[config.mk]
export PLATFORM = sky130hd
export DESIGN_NAME = mem_rd_ctr
export DESIGN_NICKNAME = d
export VERILOG_FILES = /design/src/rtl/mem_rd_pkg.sv /design/src/rtl/mem_rd_pipe.sv /design/src/rtl/mem_rd_ctr.sv
export SDC_FILE = /design/constraint.sdc
export NUM_CORES = 1
export LEC_CHECK = 0
export BUFFER_PORTS_ARGS = -buffer_cell sky130_fd_sc_hd__buf_2
export CORE_AREA = 2 2 103 105
export DETAILED_ROUTE_END_ITERATION = 12
export DIE_AREA = 0 0 105 107
export GPL_TIMING_DRIVEN = 0
export PLACE_DENSITY = 0.8
export SYNTH_ARGS = -nofsm -noshare
export SYNTH_HDL_FRONTEND = slang
export SYNTH_HIERARCHICAL = 1
export SYNTH_SLANG_ARGS = --single-unit
[constraint.sdc]
create_clock -name clk -period 6.3 [get_ports clk]
set_input_delay 0 -clock clk [delete_from_list [all_inputs] [get_ports clk]]
set_output_delay 0 -clock clk [all_outputs]
set_load 0.02 [all_outputs]
[src/rtl/mem_rd_pkg.sv]
// Shared types and helpers for the BRAM frame reader.
//   scale_mode_t : latched zoom mode (1x / 2x pixel replication)
//   pipe_tag_t   : per-request tag carried alongside the BRAM read latency
//   fb_size      : words per frame buffer
package mem_rd_pkg;

  typedef enum logic {
    SCALE_1X = 1'b0,
    SCALE_2X = 1'b1
  } scale_mode_t;

  typedef struct packed {
    logic en;
    logic sof;
    logic eol;
  } pipe_tag_t;

  // Words occupied by one frame buffer; buffer k starts at k*fb_size.
  function automatic int unsigned fb_size(input int unsigned cols, input int unsigned rows);
    return cols * rows;
  endfunction

endpackage

[src/rtl/mem_rd_pipe.sv]
// Fixed-depth shift register for request tags, matching the BRAM read latency.
//   clk, rst : clock, synchronous active-high clear
//   din      : tag entering with the request
//   dout     : tag emerging DEPTH cycles later
module mem_rd_pipe
  import mem_rd_pkg::*;
#(
  parameter int unsigned DEPTH = 2
) (
  input  logic      clk,
  input  logic      rst,
  input  pipe_tag_t din,
  output pipe_tag_t dout
);

  pipe_tag_t [DEPTH-1:0] stage;

  if (DEPTH == 1) begin : g_one
    always_ff @(posedge clk) begin
      if (rst) stage[0] <= '0;
      else     stage[0] <= din;
    end
  end else begin : g_multi
    always_ff @(posedge clk) begin
      if (rst) stage <= '0;
      else     stage <= {stage[DEPTH-2:0], din};
    end
  end

  assign dout = stage[DEPTH-1];

endmodule

[src/rtl/mem_rd_ctr.sv]
// BRAM port-B frame reader for the VGA pixel path, with page-flip buffers
// and 1x/2x pixel-replication zoom.
//   clk, rst          : clock, synchronous active-high reset
//   enb_o/web_o       : BRAM enable (= pixel request) / write enable (tied 0)
//   addrb_o           : registered address of the current pixel
//   d2memb_o          : BRAM write data (tied 0)
//   mem2db_i          : BRAM read data
//   bram_en_i         : one pulse per displayed pixel from VGA timing
//   fb_swap_i         : request to show the next buffer from the next frame
//   scale_i           : zoom mode, sampled at frame end
//   fb_sel_o          : buffer currently being read
//   RGB_o/RGB_en_o    : pixel data / valid, aligned to BRAM latency
//   sof_o/eol_o       : first pixel of frame / last pixel of line
module mem_rd_ctr
  import mem_rd_pkg::*;
#(
  parameter int unsigned MAX_COL = 540,
  parameter int unsigned MAX_ROW = 540,
  parameter int unsigned DATA_W  = 8,
  parameter int unsigned ADDR_W  = 20,
  parameter int unsigned NUM_FB  = 2,
  parameter int unsigned RD_LAT  = 2,
  localparam int unsigned FB_SEL_W = (NUM_FB > 1) ? $clog2(NUM_FB) : 1
) (
  input  logic                clk,
  input  logic                rst,
  output logic                enb_o,
  output logic                web_o,
  output logic [ADDR_W-1:0]   addrb_o,
  output logic [DATA_W-1:0]   d2memb_o,
  input  logic [DATA_W-1:0]   mem2db_i,
  input  logic                bram_en_i,
  input  logic                fb_swap_i,
  input  logic                scale_i,
  output logic [FB_SEL_W-1:0] fb_sel_o,
  output logic [DATA_W-1:0]   RGB_o,
  output logic                RGB_en_o,
  output logic                sof_o,
  output logic                eol_o
);

  localparam int unsigned COL_W = (MAX_COL > 1) ? $clog2(MAX_COL) : 1;
  localparam int unsigned ROW_W = (MAX_ROW > 1) ? $clog2(MAX_ROW) : 1;
  localparam logic [COL_W-1:0]    COL_LAST  = COL_W'(MAX_COL - 1);
  localparam logic [ROW_W-1:0]    ROW_LAST  = ROW_W'(MAX_ROW - 1);
  localparam logic [FB_SEL_W-1:0] FB_LAST   = FB_SEL_W'(NUM_FB - 1);
  localparam logic [ADDR_W-1:0]   LINE_STEP = ADDR_W'(MAX_COL);
  localparam logic [ADDR_W-1:0]   FB_STEP   = ADDR_W'(fb_size(MAX_COL, MAX_ROW));

  logic [COL_W-1:0]  out_col, nxt_col, nxt_src;
  logic [ROW_W-1:0]  out_row, nxt_row;
  logic [ADDR_W-1:0] line_base, nxt_line;
  logic [ADDR_W-1:0] fb_base, nxt_fb_base;
  logic [FB_SEL_W-1:0] nxt_fb_sel;
  logic              swap_pend;
  scale_mode_t       scale_mode, nxt_scale;
  logic              line_end, frame_end;
  pipe_tag_t         tag_in, tag_out;

  assign enb_o    = bram_en_i;
  assign web_o    = 1'b0;
  assign d2memb_o = '0;

  assign line_end  = (out_col == COL_LAST);
  assign frame_end = line_end && (out_row == ROW_LAST);

  // Position, line base and buffer after the current request.
  always_comb begin
    nxt_col     = out_col + COL_W'(1);
    nxt_row     = out_row;
    nxt_line    = line_base;
    nxt_fb_base = fb_base;
    nxt_fb_sel  = fb_sel_o;
    nxt_scale   = scale_mode;
    if (frame_end) begin
      nxt_col   = '0;
      nxt_row   = '0;
      nxt_line  = '0;
      nxt_scale = scale_i ? SCALE_2X : SCALE_1X;
      if (swap_pend || fb_swap_i) begin
        if (fb_sel_o == FB_LAST) begin
          nxt_fb_sel  = '0;
          nxt_fb_base = '0;
        end else begin
          nxt_fb_sel  = fb_sel_o + FB_SEL_W'(1);
          nxt_fb_base = fb_base + FB_STEP;
        end
      end
    end else if (line_end) begin
      nxt_col = '0;
      nxt_row = out_row + ROW_W'(1);
      // In 2x each source line is shown twice: advance only after odd rows.
      if (scale_mode == SCALE_1X || out_row[0]) nxt_line = line_base + LINE_STEP;
    end
    nxt_src = (nxt_scale == SCALE_2X) ? (nxt_col >> 1) : nxt_col;
  end

  // Request-side state advances only on pixel requests.
  always_ff @(posedge clk) begin
    if (rst) begin
      out_col    <= '0;
      out_row    <= '0;
      line_base  <= '0;
      fb_base    <= '0;
      fb_sel_o   <= '0;
      scale_mode <= SCALE_1X;
      addrb_o    <= '0;
    end else if (bram_en_i) begin
      out_col    <= nxt_col;
      out_row    <= nxt_row;
      line_base  <= nxt_line;
      fb_base    <= nxt_fb_base;
      fb_sel_o   <= nxt_fb_sel;
      scale_mode <= nxt_scale;
      addrb_o    <= nxt_fb_base + nxt_line + ADDR_W'(nxt_src);
    end
  end

  // Swap request is held until consumed at the frame-end request.
  always_ff @(posedge clk) begin
    if (rst)                         swap_pend <= 1'b0;
    else if (bram_en_i && frame_end) swap_pend <= 1'b0;
    else if (fb_swap_i)              swap_pend <= 1'b1;
  end

  always_comb begin
    tag_in     = '0;
    tag_in.en  = bram_en_i;
    tag_in.sof = bram_en_i && (out_col == '0) && (out_row == '0);
    tag_in.eol = bram_en_i && line_end;
  end

  mem_rd_pipe #(.DEPTH(RD_LAT)) u_pipe (
    .clk  (clk),
    .rst  (rst),
    .din  (tag_in),
    .dout (tag_out)
  );

  assign RGB_en_o = tag_out.en;
  assign sof_o    = tag_out.sof;
  assign eol_o    = tag_out.eol;
  assign RGB_o    = tag_out.en ? mem2db_i : '0;

endmodule

Word-level counts from Yosys, hierarchy flattened --
Cells that the tools add are included.
Word-level totals: output and inout port bits 42, register bits after elaboration 89, logic and storage cells 52
Operators by class: bitwise gates (word level) 1, mux-type cells 15, reduce and logical (&&, ||, !) cells 13, $add $sub $neg 7, eq/ne operators 2
Operators with widths (number):
- $mux 20 | 6
- $mux 10 | 5
- $add 10x1->10 const B | 2
- $add 20x10->20 | 1
- $add 20x10->20 const B | 1
- $add 20x19->20 const B | 1
- $add 20x20->20 | 1
- $eq 10x10->1 const B | 2
- $logic_not 10->1 | 2
- $mux 8 | 1
- $logic_and 1x1->1 | 5
- $mux 1 | 3
- $reduce_and 3->1 | 1
- $logic_or 1x1->1 | 2
- $reduce_and 2->1 | 1
- $reduce_bool 2->1 | 1
- $reduce_or 2->1 | 1
- $add 1x1->1 const B | 1
- $not 1->1 | 1

Logic depth before layout (Yosys ltp) --
Gate-level depths: netlist (run 1).
word-level depth 7, mapped depth 22, depth with buffers taken out 20

By module --
Netlist (run 1), hierarchy kept.
Modules (own cells, without submodules):
- mem_rd_ctr | instances 1, cells an instance 729, area an instance 5839.4 µm²
- mem_rd_pipe | instances 1, cells an instance 15, area an instance 180.2 µm²

Worst setup path after synthesis (run 1) --
No wires, ideal clock.
path type reg2reg, from register out_col[7], to register addrb_o[19], slack 1.048 ns, path buffers 2, stages on the path, launching flop included 22, library setup time 0.086 ns, arrival time 5.167 ns, cell sequence dfxtp_1 buf_6 or4_4 nor3_4 a21oi_1 a21oi_1 clkbuf_1 nand2_1 o21ai_0 nand2_1 fa_1 inv_1 ha_1 fa_1 a211o_1 a21oi_1 o22ai_1 or4_1 a31o_2 a31oi_1 xnor2_1 a211oi_1
Between the ends: cells in the longest elaborated chain, start to end 5, elaborated cells on any way between the ends 12, those cells by class add/sub: 3; eq/ne: 1; mux: 7; reduce/logical: 1
Ends and longest elaborated chain:
- from (decl) | RTL line mem_rd_ctr.sv:50 | logic [COL_W-1:0] out_col, nxt_col, nxt_src;
- from (signal assigned) | RTL line mem_rd_ctr.sv:109 | out_col <= nxt_col;
- $eq 10x10->1 / $add 10x1->10 (equally long branches) | RTL line mem_rd_ctr.sv:64, mem_rd_ctr.sv:69
- $mux 20 (tied with other cells) | RTL line mem_rd_ctr.sv:89 | end else if (line_end) begin
- $mux 20 (tied with other cells) | RTL line mem_rd_ctr.sv:75 | if (frame_end) begin
- $add 20x20->20 / $mux 10 (equally long branches) | RTL line mem_rd_ctr.sv:115, mem_rd_ctr.sv:95
- $add 20x10->20 (*) | RTL line mem_rd_ctr.sv:115 | addrb_o <= nxt_fb_base + nxt_line + ADDR_W'(nxt_src);
- to (signal assigned) | RTL line mem_rd_ctr.sv:115
- to (decl) | RTL line mem_rd_ctr.sv:29 | output logic [ADDR_W-1:0] addrb_o,
Every way passes the cells marked *; elsewhere a longest branch is shown, timed or not. A chain may end at the register's enable or synchronous reset.

Worst setup path in the final report (run 1) --
from register out_col[0], to register addrb_o[19]
The elaborated chain is that of the path after synthesis.

==> run metrics, run 1 <==
die height=107 um; Num CTS Buffers=9; Clock H-tree levels=3; Pins Over Slew Limit=0; Fin Hold WS=0.327 ns; placed cells=933; area of the multi-input gates=0.00387 mm^2; CP max-delay cell=or4_1; Setup Skew=0.0124 ns; critical path class=reg2reg; antenna violations before repair=0; via/cell ratio=5.77; Synth Warn #=6; status=finished, final reports clean; per-cell routed wire length=16.0 um; CP Cell Sequence=ha_1 -> nand4_1 -> nor3_4 -> buf_4 -> and2_1 -> buf_4 -> a21oi_2 -> clkbuf_1 -> nand2_1 -> o21ai_0 -> nand2_1 -> fa_1 -> inv_1 -> ha_1 -> fa_1 -> a211o_1 -> a21oi_1 -> o22ai_1 -> or4_1 -> a31o_2 -> a31oi_1 -> xnor2_1 -> a211oi_1; number of global-route vias before repair=5,212; Critical path origin=out_col[0]; Clk Tree Root Cell=clkbuf_8; Die W=105 um; Worst Path Required=6.59 ns; Synth cell types=66; CP Buf/Inv Count=4; fin crit share=0.934; number of synthesized flops with an enable pin=0; GPL Wtd Cong=0.902; Worst-Skew Late Latency=0.38 ns; Crit path max-delay family=compound AO/OA/AOI/OAI gates; Fin. Hold Viols=0; share of layout cells above drive strength 1=0.117; DRC errors left=0; clock tree buffer depth=2; Yosys reg bits=89; n_diodes=0; final instance area=0.00671 mm^2; Max-slew headroom=0.382; FILL cells=869; crit path launch type=register; Mean Syn Cell Area=8.09 um^2; crit end category=register; Layout Nets=871; first-pass GRT wire length=25,300 um; RSZ-0062 raised after global routing=false; largest net degree at the start of global routing=14; Max Fclk=170 MHz; Area Growth Syn to Fin=11.4%; Final Util=0.664; Die Area=0.0112 mm^2; Fin Setup TNS=0 ns; Antenna Nets Post-Route=0; Worst Hold Class=in2out; total grt overflow=0; number of I/O pins=55; WL final=15,200 um; Mapped Area=0.00602 mm^2; Worst IR Drop VDD=0.000109 V; min Tclk post-route=5.88 ns; # clock sinks=89; worst slew pin tran=0.928 ns; worst-path maximum fanout=10; Main synth FF type=dfxtp_1; Final Setup Violations=0; Placed Area=0.00644 mm^2; PD cells=170 mW/mm^2; CP max stage delay=0.51 ns; Layout Cells excl Fill=954; TritonCTS clock tree=built; vias=5,505; pre-CTS setup slack=0.259 ns; crit path DAT=6.17 ns; dpl hpwl=11,300 um; Worst Setup Slack, final=0.419 ns; Pre-antenna DRT Iters=5; all-layer global routing usage=0.283; Synth Instances=744; Hold Crit Start=mem2db_i[7]; commonest non-fill, non-tap cells in the layout=nor2_1, dfxtp_1, buf_2; sequential area share after synthesis=0.296; core area=0.0101 mm^2; async set-reset flop share out of synthesis=0; Max-Cap Viols=0; starting density of the core=0.596; Worst-path clk slew=0.09 ns; most common cell after layout, fill and taps aside=nor2_1; Register Area=0.00178 mm^2; reg2reg start=out_col[0]; Iter 0 DRT Violations=402; Port Buf Inserts=45; Tot Pwr=1.14 mW; P_leak=3.06 nW; Cell Rows=37
## registers in the layout, indices dropped and copies added (netlist names)
signal / flops
addrb_o: 20
fb_base: 20
line_base: 20
out_col: 10
out_row: 10
u_pipe/dout: 3
u_pipe/stage: 3
fb_sel_o: 1
scale_mode: 1
swap_pend: 1
## cell usage after synthesis, drive strengths merged (9+ instances only)
| cell | n | share of area |
|---|---|---|
| nor2 | 121 | 0.075 |
| nor3 | 12 | 0.014 |
| nand2 | 45 | 0.029 |
| xor2 | 20 | 0.029 |
| fa | 11 | 0.037 |
| a31oi | 10 | 0.010 |
| ha | 33 | 0.069 |
| a21o | 9 | 0.011 |
| a211oi | 13 | 0.017 |
| and2 | 20 | 0.021 |
| inv | 41 | 0.026 |
| buf | 24 | 0.025 |
| nand3 | 21 | 0.017 |
| nor2b | 10 | 0.010 |
| mux2i | 40 | 0.067 |
| clkbuf | 28 | 0.017 |
| nand4 | 9 | 0.0094 |
| xnor2 | 30 | 0.044 |
| and3 | 11 | 0.011 |
| dfxtp | 89 | 0.30 |
| o21ai | 27 | 0.022 |
| a21oi | 45 | 0.037 |
## what timing repair did
action	CTS	global route
gates resized for setup	0	2
endpoints found under the hold margin	8	0
buffers inserted	0	2
hold buffers	4	0
setup endpoints to repair	0	3
## metal layers
layer  vias to the layer above  routed length [um]  part of all wire  GRT usage
met5                         -                   0                 0          0
met2                       211                7080              0.46      0.468
li1                       2678                   -                 -          -
met3                        42                1090             0.072     0.0559
met1                      2574                6580              0.43      0.359
met4                         0                 481             0.032      0.123
## logic make-up (layout without fill, tap and decap cells)
logic type                 count (synthesis)  in the layout  synth area share
and+or+nand+nor                          282            282             0.230
muxes                                     42             42            0.0703
buffers and inverters                     93            159            0.0684
other                                      1              9          0.000623
adders and majority gates                 44             44             0.105
DFF                                       89             89             0.296
xor gates and xnor gates                  50             50            0.0727
AOI/OAI and AO/OA                        143            143             0.157
## cell type report
type,instances,share of cell area
Buffer,52,0.0384
Clock buffer,12,0.0231
Clock inverter,3,0.00597
Inverter,41,0.0230
Multi-Input combinational cell,570,0.577
Sequential cell,89,0.266
Tap cell,136,0.0254
Timing Repair Buffer,51,0.0418
## worst min-delay path, stage by stage
cell	delay (ns)
buf_2	0.07
and2_1	0.10
buf_2	0.15
## final timing paths
| kind | end | slack (ns) | cells after the start |
|---|---|---|---|
| setup / recovery | addrb_o[19] | 0.42 | 23 |
| hold / removal | RGB_o[7] | 0.33 | 3 |
| setup reg to reg | addrb_o[19] | 0.42 | 23 |
| hold reg to reg | line_base[1] | 0.44 | 2 |
## power breakdown
group / internal, mW / switching [mW]
Sequential: 0.575 / 0.0110
Clock: 0.202 / 0.208
Combinational: 0.0532 / 0.0890
(Power assumes the default switching activity.)
==> run 2: changes to the inputs <==
==> constraint.sdc (replaced) <==
create_clock -name clk -period 6.3 [get_ports clk]
set_input_delay 0.315 -clock clk [delete_from_list [all_inputs] [get_ports clk]]
set_output_delay 0.315 -clock clk [all_outputs]
set_load 0.02 [all_outputs]
==> run 2 against run 1 <==
Net effect: power fell by 0.13%; setup slack got worse by 0.00071 ns; first-iteration DRC count down 6.7%; final cell count decreased by 0.42%; routed wire length down 0.14%; critical path depth unchanged; worst hold slack got worse by 0.13 ns; largest cell class unchanged; count of clock-buffer cells in the layout stayed put; critical path type unchanged; non-clock buffer count down 4; flip-flop and latch count is the same; clock power barely moved; largest power group unchanged; register-to-register slack is essentially flat.
==> run metrics, run 2 (same netlist as run 1, synthesis figures left out) <==
Critical path origin=out_col[0]; Worst Path Required=6.59 ns; first-pass GRT wire length=25,200 um; total grt overflow=0; clock tree buffer depth=2; placed cells=933; Max Fclk=170 MHz; TritonCTS clock tree=built; dpl hpwl=11,300 um; PD cells=171 mW/mm^2; commonest non-fill, non-tap cells in the layout=nor2_1, dfxtp_1, buf_2; Max-slew headroom=0.384; Num CTS Buffers=9; die height=107 um; final instance area=0.00667 mm^2; Worst IR Drop VDD=0.000109 V; starting density of the core=0.596; per-cell routed wire length=16.0 um; number of I/O pins=55; reg2reg setup slack=0.42 ns; share of layout cells above drive strength 1=0.118; crit path launch type=register; # clock sinks=89; Regs by FF count=addrb_o x20, fb_base x20, line_base x20; DRC errors left=0; Cell Rows=37; critical path class=reg2reg; reg2reg start=out_col[0]; Clk Tree Root Cell=clkbuf_8; all-layer global routing usage=0.282; antenna violations before repair=0; Fin Setup TNS=0 ns; Die W=105 um; Port Buf Inserts=45; number of global-route vias before repair=5,209; Iter 0 DRT Violations=375; WL final=15,200 um; most common cell after layout, fill and taps aside=nor2_1; Setup Skew=0.0115 ns; Placed Area=0.00644 mm^2; Antenna Nets Post-Route=0; Die Area=0.0112 mm^2; Layout Cells excl Fill=950; Worst R2R Path Depth=23; Final Setup Violations=0; FF-to-FF End=addrb_o[19]; P_leak=3.04 nW; Pins Over Slew Limit=0; min Tclk post-route=5.88 ns; hold-critical path depth=2; worst slew pin tran=0.924 ns; Worst-path clk slew=0.09 ns; Fin. Hold Viols=0; GPL Wtd Cong=0.902; hold_buf cts=0; Final Util=0.660; core area=0.0101 mm^2; fin crit share=0.934; worst setup path end=addrb_o[19]; Layout Nets=867; Worst-Skew Late Latency=0.38 ns; worst-path maximum fanout=10; crit path DAT=6.18 ns; RSZ-0062 raised after global routing=false; via/cell ratio=5.77; crit end category=register; Pre-antenna DRT Iters=5; Clock H-tree levels=3; status=finished, final reports clean; Worst Hold Class=in2reg; n_diodes=0; largest net degree at the start of global routing=14; Area Growth Syn to Fin=10.7%; vias=5,484; Max-Cap Viols=0
## run 2: critical path, stage by stage (launching register included)
cell and delay [ns]:
dfxtp_1 0.37, ha_1 0.29, nand4_1 0.27, nor3_4 0.08, buf_4 0.17, and2_1 0.13
buf_4 0.17, a21oi_2 0.35, clkbuf_1 0.37, nand2_1 0.08, o21ai_0 0.08, nand2_1 0.11
fa_1 0.50, inv_1 0.04, ha_1 0.24, fa_1 0.43, a211o_1 0.33, a21oi_1 0.25
o22ai_1 0.19, or4_1 0.51, a31o_2 0.27, a31oi_1 0.23, xnor2_1 0.09, a211oi_1 0.23
## run 2: worst min-delay path by stage
stage                    start         endpoint
2_1_floorplan              rst   u_pipe/dout[0]
3_3_place_gp      line_base[1]     line_base[1]
3_5_place_dp   u_pipe/stage[2]   u_pipe/dout[2]
4_1_cts                    rst  u_pipe/stage[0]
5_1_grt                    rst  u_pipe/stage[2]
6_report                   rst   u_pipe/dout[2]
## run 2: cell type report
cell class	instances	area (um^2)
Multi-Input combinational cell	570	3870
Fill cell	873	3430
Sequential cell	89	1780
Buffer	52	258
Timing Repair Buffer	47	240
Tap cell	136	170
Clock buffer	12	155
Inverter	41	154
Clock inverter	3	40.0
## run 2: what timing repair did
item | in CTS | in global routing
buffers inserted | 0 | 2
endpoints found under the setup margin | 0 | 3
endpoints found under the hold margin | 0 | 0
gates resized for setup | 0 | 2
## run 2: power by group
part,switching (mW),internal [mW],total [mW]
combinational,0.0887,0.0516,0.140
sequential,0.0111,0.575,0.586
clock,0.209,0.202,0.411
total,0.309,0.829,1.14
## run 2: routing by layer
metal / global-route usage / routed length (um)
met3: 0.0553 / 1090
met2: 0.467 / 7180
met5: 0 / 0
met4: 0.123 / 444
met1: 0.358 / 6510
## run 2: per-stage QoR
step	hold slack (ns)	total power, mW	setup WS [ns]
2_1_floorplan	0.387	0.697	1.05
3_3_place_gp	0.416	0.734	0.388
3_5_place_dp	0.432	0.737	0.259
4_1_cts	0.192	1.14	0.229
5_1_grt	0.195	1.18	0.0167
6_report	0.196	1.14	0.418
